File: config.mk
export PLATFORM = sky130hd
export DESIGN_NAME = gpu_copy_ctrl_flat
export DESIGN_NICKNAME = d
export VERILOG_FILES = /design/src/rtl/gpu_copy_ctrl_pkg.sv /design/src/rtl/gpu_copy_ctrl_if.sv /design/src/rtl/gpu_copy_ctrl_rect_word_counter.sv /design/src/rtl/gpu_copy_ctrl.sv /design/src/flat_wrapper.sv
export SDC_FILE = /design/constraint.sdc
export NUM_CORES = 1
export LEC_CHECK = 0
export BUFFER_PORTS_ARGS = -buffer_cell sky130_fd_sc_hd__buf_2
export CAP_MARGIN = 10
export CORE_MARGIN = 3
export CORE_UTILIZATION = 43
export CTS_CLUSTER_DIAMETER = 40
export DETAILED_ROUTE_END_ITERATION = 6
export HOLD_SLACK_MARGIN = 0.12
export MAX_ROUTING_LAYER = met4
export PLACE_DENSITY = 0.75
export SYNTH_ARGS = -nofsm -noshare
export SYNTH_HDL_FRONTEND = slang
export SYNTH_SLANG_ARGS = --single-unit
File: constraint.sdc
create_clock -name pixel_clk -period 2.55 [get_ports pixel_clk]
set_clock_uncertainty 0.15 [all_clocks]
set_input_delay 0.3825 -clock pixel_clk [delete_from_list [all_inputs] [get_ports pixel_clk]]
set_output_delay 0.3825 -clock pixel_clk [all_outputs]
set_load 0.005 [all_outputs]
File: src/rtl/gpu_copy_ctrl_pkg.sv
// Shared types and constants for the GPU rect-table copy controller.
package gpu_ctrl_pkg;

    typedef enum logic [2:0] {
        IDLE,
        GPU_RST,
        START,
        COPY,
        FINISH
    } ctrl_state_t;

    localparam int RECT_WORDS  = 5;
    localparam int SLOT_CYCLES = 6;

    localparam int W_X     = 0;
    localparam int W_Y     = 1;
    localparam int W_W     = 2;
    localparam int W_H     = 3;
    localparam int W_COLOR = 4;

endpackage

File: src/rtl/gpu_copy_ctrl_if.sv
// Data-memory read port and GPU load port driven by the copy controller.
interface gpu_copy_if #(
    parameter int ADDR_WIDTH = 13
);
    logic                  mem_rd;
    logic [ADDR_WIDTH-1:0] mem_addr;
    logic [15:0]           mem_dout;
    logic                  gpu_reset;
    logic                  gpu_copy_start;
    logic [15:0]           gpu_mem_din;

    modport master (
        output mem_rd, mem_addr, gpu_reset, gpu_copy_start, gpu_mem_din,
        input  mem_dout
    );

    modport slave (
        input  mem_rd, mem_addr, gpu_reset, gpu_copy_start, gpu_mem_din,
        output mem_dout
    );
endinterface

File: src/rtl/gpu_copy_ctrl_rect_word_counter.sv
// Word-in-slot and rect counters for the copy phase; cleared whenever not enabled.
module rect_word_counter
    import gpu_ctrl_pkg::*;
#(
    parameter  int RECT_COUNT = 64,
    localparam int RW         = (RECT_COUNT > 1) ? $clog2(RECT_COUNT) : 1
) (
    input  logic          pixel_clk,
    input  logic          reset,
    input  logic          en,
    output logic [2:0]    word,
    output logic [RW-1:0] rect,
    output logic          last_word
);
    logic slot_end;

    assign slot_end  = (word == 3'(SLOT_CYCLES - 1));
    assign last_word = slot_end && (rect == RW'(RECT_COUNT - 1));

    always_ff @(posedge pixel_clk or negedge reset) begin
        if (!reset) begin
            word <= '0;
            rect <= '0;
        end else if (!en) begin
            word <= '0;
            rect <= '0;
        end else if (slot_end) begin
            word <= '0;
            rect <= rect + 1'b1;
        end else begin
            word <= word + 1'b1;
        end
    end
endmodule

File: src/rtl/gpu_copy_ctrl.sv
// Per-frame copy of the rect table from data memory into the GPU during vertical blank.
module gpu_copy_ctrl
    import gpu_ctrl_pkg::*;
#(
    parameter int unsigned BASE_ADDR  = 0,
    parameter int          ADDR_WIDTH = 13,
    parameter int          RECT_COUNT = 64
) (
    input  logic       pixel_clk,
    input  logic       reset,
    input  logic       frame_start,
    gpu_copy_if.master bus,
    output logic       cpu_stall,
    output logic       busy,
    output logic       done,
    output logic       overrun
);
    localparam int RW = (RECT_COUNT > 1) ? $clog2(RECT_COUNT) : 1;

    ctrl_state_t           state;
    logic [2:0]            word;
    logic [RW-1:0]         rect;
    logic                  last_word;
    logic                  rd_c;
    logic                  vld_p1;
    logic                  gpu_reset_q;
    logic                  copy_start_q;
    logic [ADDR_WIDTH-1:0] addr_c;

    rect_word_counter #(
        .RECT_COUNT(RECT_COUNT)
    ) u_counter (
        .pixel_clk(pixel_clk),
        .reset    (reset),
        .en       (state == COPY),
        .word     (word),
        .rect     (rect),
        .last_word(last_word)
    );

    // Slot cycles 0..4 issue reads; slot cycle 5 is idle so the data lands in cycles 1..5.
    assign rd_c   = (state == COPY) && (word <= 3'(W_COLOR));
    assign addr_c = ADDR_WIDTH'(BASE_ADDR) + ADDR_WIDTH'(rect) * ADDR_WIDTH'(RECT_WORDS)
                  + ADDR_WIDTH'(word);

    assign bus.mem_rd         = rd_c;
    assign bus.mem_addr       = rd_c ? addr_c : '0;
    assign bus.gpu_mem_din    = vld_p1 ? bus.mem_dout : 16'h0000;
    assign bus.gpu_reset      = gpu_reset_q;
    assign bus.gpu_copy_start = copy_start_q;
    assign cpu_stall          = busy;

    always_ff @(posedge pixel_clk or negedge reset) begin
        if (!reset) begin
            state        <= IDLE;
            gpu_reset_q  <= 1'b1;
            copy_start_q <= 1'b0;
            busy         <= 1'b0;
            done         <= 1'b0;
            overrun      <= 1'b0;
            vld_p1       <= 1'b0;
        end else begin
            gpu_reset_q  <= 1'b0;
            copy_start_q <= 1'b0;
            done         <= 1'b0;
            vld_p1       <= rd_c;
            // FINISH still counts as busy, so a pulse there is an overrun, not a restart.
            if (frame_start && state != IDLE)
                overrun <= 1'b1;
            case (state)
                IDLE: begin
                    if (frame_start) begin
                        state       <= GPU_RST;
                        gpu_reset_q <= 1'b1;
                        busy        <= 1'b1;
                    end
                end
                GPU_RST: begin
                    state        <= START;
                    copy_start_q <= 1'b1;
                end
                START: state <= COPY;
                COPY: begin
                    if (last_word) begin
                        state <= FINISH;
                        done  <= 1'b1;
                    end
                end
                FINISH: begin
                    state <= IDLE;
                    busy  <= 1'b0;
                end
                default: state <= IDLE;
            endcase
        end
    end
endmodule

File: src/flat_wrapper.sv
// flat-port wrapper written by rule: the top's interface ports become plain ports
module gpu_copy_ctrl_flat import gpu_ctrl_pkg::*;
#(
    parameter int unsigned BASE_ADDR  = 0,
    parameter int          ADDR_WIDTH = 13,
    parameter int          RECT_COUNT = 64
)
  (pixel_clk, reset, frame_start, cpu_stall, busy, done, overrun, bus_mem_rd, bus_mem_addr, bus_gpu_reset, bus_gpu_copy_start, bus_gpu_mem_din, bus_mem_dout);
  gpu_copy_if #(.ADDR_WIDTH(ADDR_WIDTH)) bus_i ();
  input  logic pixel_clk;
  input  logic reset;
  input  logic frame_start;
  output logic cpu_stall;
  output logic busy;
  output logic done;
  output logic overrun;
  output wire logic [$bits(bus_i.mem_rd)-1:0] bus_mem_rd;
  output wire logic [$bits(bus_i.mem_addr)-1:0] bus_mem_addr;
  output wire logic [$bits(bus_i.gpu_reset)-1:0] bus_gpu_reset;
  output wire logic [$bits(bus_i.gpu_copy_start)-1:0] bus_gpu_copy_start;
  output wire logic [$bits(bus_i.gpu_mem_din)-1:0] bus_gpu_mem_din;
  input wire logic [$bits(bus_i.mem_dout)-1:0] bus_mem_dout;
  assign bus_mem_rd = bus_i.mem_rd;
  assign bus_mem_addr = bus_i.mem_addr;
  assign bus_gpu_reset = bus_i.gpu_reset;
  assign bus_gpu_copy_start = bus_i.gpu_copy_start;
  assign bus_gpu_mem_din = bus_i.gpu_mem_din;
  assign bus_i.mem_dout = bus_mem_dout;
  gpu_copy_ctrl #(.BASE_ADDR(BASE_ADDR), .ADDR_WIDTH(ADDR_WIDTH), .RECT_COUNT(RECT_COUNT)) u_core (.pixel_clk(pixel_clk), .reset(reset), .frame_start(frame_start), .bus(bus_i), .cpu_stall(cpu_stall), .busy(busy), .done(done), .overrun(overrun));
endmodule
==> results.py <==
metrics = {
    "routing": {
        "drtPass1Iterations": 5,
        "vias": 1313,
        "drt_first_iter_violations": 30,
        "drt_wl_total_um": 3670,
        "wire_per_inst_um": 14.5,
        "detail_route.drc_violations": 0,
        "detail-route-antenna-nets": 0,
        "avgViaCountPerCell": 5.17,
    },
    "placement": {
        "placed_cell_area_mm2": 0.00172,
        "dpl.cell_count": 242,
        "dpl_worst_slack_ns": -0.192,
        "numPortBuffers": 50,
        "hpwlAfterDp_um": 2520,
        "place_congestion": 0.864,
    },
    "status": {
        "status": "finished with violations",
        "failed_checks": "setup timing",
    },
    "min_path": {
        "path_category_of_the_worst_min_delay_check": "in -> reg",
        "hold_end": "u_core.bus.gpu_reset",
        "worstHoldStart": "frame_start",
        "worst_hold_path.num_cells": 2,
    },
    "clock_tree": {
        "cts-htree-levels": 1,
        "clock_latency_ns": 0.30,
        "cts_max_path_buffers": 2,
        "clock-sinks": 18,
        "clk_root_buffer_cell": "sky130_fd_sc_hd__clkbuf_4",
        "cts-buffers-inserted": 3,
        "clkTransAtPathRegs_ns": 0.12,
        "tritoncts": "yes",
    },
    "power_and_ir_drop": {
        "combinationalPowerShare": 0.738,
        "share_seq_of_total_power": 0.185,
        "p_per_area_mw_per_mm2": 1170,
        "switching_share": 0.390,
        "net_load_switching_power_w": 0.000931,
        "clock_power_share": 0.077,
        "p_total_w": 0.00239,
        "vdd_drop_max_v": 0.00100,
        "power_report.internal_total_w": 0.00146,
        "p_leak_nw": 1.03,
    },
    "critical_path": {
        "criticalPathCategory": "reg -> out",
        "reg2reg_to": "u_core.state[0]",
        "worst_r2r_startpoint": "u_core.u_counter.rect[0]",
        "startpoint_type": "flip-flop",
        "crit_required_ns": 2.02,
        "crit_arrival_ns": 2.58,
        "critPathCaptureType": "output port",
        "critical_path.max_fanout": 3,
        "worst-r2r-cell-count": 8,
        "worst_case_register_to_register_setup_slack_ns": 0.68,
    },
    "floorplan": {
        "initial_standard_cell_utilization_of_the_core": 0.468,
        "die_area_mm2": 0.00384,
        "die_w_um": 62.0,
        "floorplan.die.height_um": 62.0,
        "design.core.area_mm2": 0.00288,
        "boundaryPins": 55,
        "number_of_cell_rows": 19,
    },
    "logic_synthesis": {
        "post_synth_most_frequent_cells": "sky130_fd_sc_hd__nor2_1 (21), sky130_fd_sc_hd__and2_1 (19), sky130_fd_sc_hd__ha_1 (19), sky130_fd_sc_hd__dfrtp_1 (17)",
        "yosys_register_bits": 18,
        "post_synth_instance_area_mm2": 0.00135,
        "synth_top_area_frac": 0.316,
        "syn_area_per_cell_um2": 9.42,
        "synth_largest_area_cell": "sky130_fd_sc_hd__dfrtp_1",
        "synth_async_sr_flop_share": 1.00,
        "yosys_warnings": 0,
        "synth.yosys.seq_area_share": 0.335,
        "synthDistinctLibCells": 36,
        "synthesis.instances": 143,
        "yosys.cell_count.top_type": "sky130_fd_sc_hd__nor2_1",
        "post_synth_main_area_contributors": "sky130_fd_sc_hd__dfrtp_1 (32%), sky130_fd_sc_hd__ha_1 (18%), sky130_fd_sc_hd__and2_1 (8.8%)",
        "synth_enable_flop_cells": 0,
        "yosys_most_used_dff": "sky130_fd_sc_hd__dfrtp_1",
    },
    "grt": {
        "wire_length_of_the_first_global_routing_pass_um": 5550,
        "grt_max_degree": 19,
        "track_usage": 0.207,
        "grt_pass1_vias": 1244,
        "gr-total-overflow": 0,
        "grt_antenna_before_repair": 0,
    },
    "layout": {
        "stdcell_area_mm2": 0.00204,
        "area.growth.synth_to_final_pct": 51.3,
        "final_layout_size_suffix_gt1_frac": 0.500,
        "final_nets": 252,
        "finish.cell_count_without_fillers": 254,
        "n_antenna_cell": 0,
    },
    "sta": {
        "timing.final.crit_period_ns": 3.11,
        "report.final.slew_viol_count": 0,
        "rsz0062_at_grt": "yes",
        "final.setup.worst_slack_ns": -0.559,
        "clock.fmax_ghz": 0.322,
        "setup_viol": 7,
        "post_route_fraction_of_the_period_consumed_by_the_critical_path": 1.22,
        "fin_tns_setup_ns": -2.25,
        "final_hold_viol_count": 0,
    },
    "job": {
        "cap_viol_max_count": 0,
    },
}
-- sequential cells by signal, summed over array words and instances, names as in the netlist --
register and flops:
u_core.done 1, u_core.bus.gpu_copy_start 1, u_core.bus.gpu_reset 1, u_core.u_counter.word 3
u_core.vld_p1 1, u_core.u_counter.rect 6, u_core.state 3, u_core.overrun 1
u_core.busy 1
-- placed cells by master, fill, tap and decap left out, drive strengths merged --
| cell | instances |
|---|---|
| conb | 4 |
| nand3 | 2 |
| nor3 | 2 |
| and3 | 1 |
| a41o | 1 |
| nor2 | 21 |
| nor3b | 1 |
| a21o | 5 |
| xor2 | 6 |
| nand4 | 3 |
| dlygate4sd3 | 1 |
| buf | 71 |
| dfrtp | 17 |
| nor4b | 1 |
| mux2 | 1 |
| nand2 | 8 |
| fa | 1 |
| or2 | 1 |
| and3b | 1 |
| xnor2 | 3 |
| o31ai | 1 |
| clkbuf | 4 |
| nand2b | 1 |
| mux2i | 1 |
| or3 | 1 |
| nand3b | 2 |
| a21oi | 9 |
| o21a | 1 |
| and2 | 19 |
| a221oi | 1 |
| ha | 19 |
| dfstp | 1 |
| clkinv | 1 |
-- metrics by stage --
stage          hold slack, ns   util
6_report                0.191  0.709
5_1_grt                 0.170  0.709
4_1_cts                 0.183  0.698
3_5_place_dp            0.195  0.599
3_3_place_gp            0.180  0.599
2_1_floorplan         -0.0631      -
-- power groups by stage --
stage	Clock, W	Combinational (W)	Sequential (W)
6_report	0.000184	0.00176	0.000442
5_1_grt	0.000203	0.00193	0.000451
4_1_cts	0.000187	0.00155	0.000439
3_5_place_dp	0	0.00116	0.000414
3_3_place_gp	0	0.00112	0.000407
2_1_floorplan	0	0.000687	0.000422
-- worst max-delay path: stages (launching register included) --
cell	delay [ns]
sky130_fd_sc_hd__dfrtp_2	0.48
sky130_fd_sc_hd__ha_4	0.29
sky130_fd_sc_hd__ha_4	0.19
sky130_fd_sc_hd__fa_2	0.34
sky130_fd_sc_hd__a21o_1	0.21
sky130_fd_sc_hd__a221oi_2	0.34
sky130_fd_sc_hd__xor2_1	0.20
sky130_fd_sc_hd__nor2_1	0.07
sky130_fd_sc_hd__buf_2	0.14
-- per-layer routing --
metal  routed length [µm]  vias to the layer above  part of all wire  track usage
li1                     -                      616                 -            -
met1                 1460                      624              0.40        0.213
met2                 1850                       61              0.50        0.391
met3                  282                       12             0.077       0.0393
met4                   81                        0             0.022       0.0606
met5                    0                        -                 0            -
-- worst max path at each step --
stage	startpoint	end	depth (start not counted)	slack (ns)
finish	u_core.u_counter.rect[2]	bus_mem_addr[7]	8	-0.56
global route	u_core.u_counter.rect[0]	bus_mem_addr[7]	9	-0.59
CTS	u_core.u_counter.rect[0]	bus_mem_addr[7]	9	-0.41
detailed placement	u_core.u_counter.rect[3]	bus_mem_addr[7]	8	-0.19
global placement	u_core.u_counter.rect[3]	bus_mem_addr[7]	8	-0.08
floorplan	u_core.u_counter.rect[3]	bus_mem_addr[7]	7	-0.01
-- layout make-up --
type,instances,area [µm²]
multi-input cells,117,1050
fillers,209,837
flip-flops and latches,18,455
repair buffers,72,439
well taps,42,52.6
clock buffers,4,36.3
inverters,1,5.00
-- kinds of logic (layout without fill, tap and decap cells) --
kind of cell | Yosys count | count (layout) | share of synthesized area
AO/OA/AOI/OAI | 18 | 18 | 0.0891
XOR/XNOR | 9 | 9 | 0.0585
adder cells (fa/ha/maj) | 20 | 20 | 0.191
buffers and inverters | 11 | 77 | 0.0548
flip-flops | 18 | 18 | 0.335
multiplexers | 2 | 2 | 0.0158
other | 1 | 4 | 0.00278
AND/OR/NAND/NOR | 64 | 64 | 0.253
-- timing repair --
item,CTS,global route
hold endpoints to repair,17,0
gates resized for setup,26,3
setup endpoints to repair,7,7
hold buffers,1,0
setup buffers,5,2
pin swaps,23,8
No activity file was read; power rests on OpenSTA's default activity.
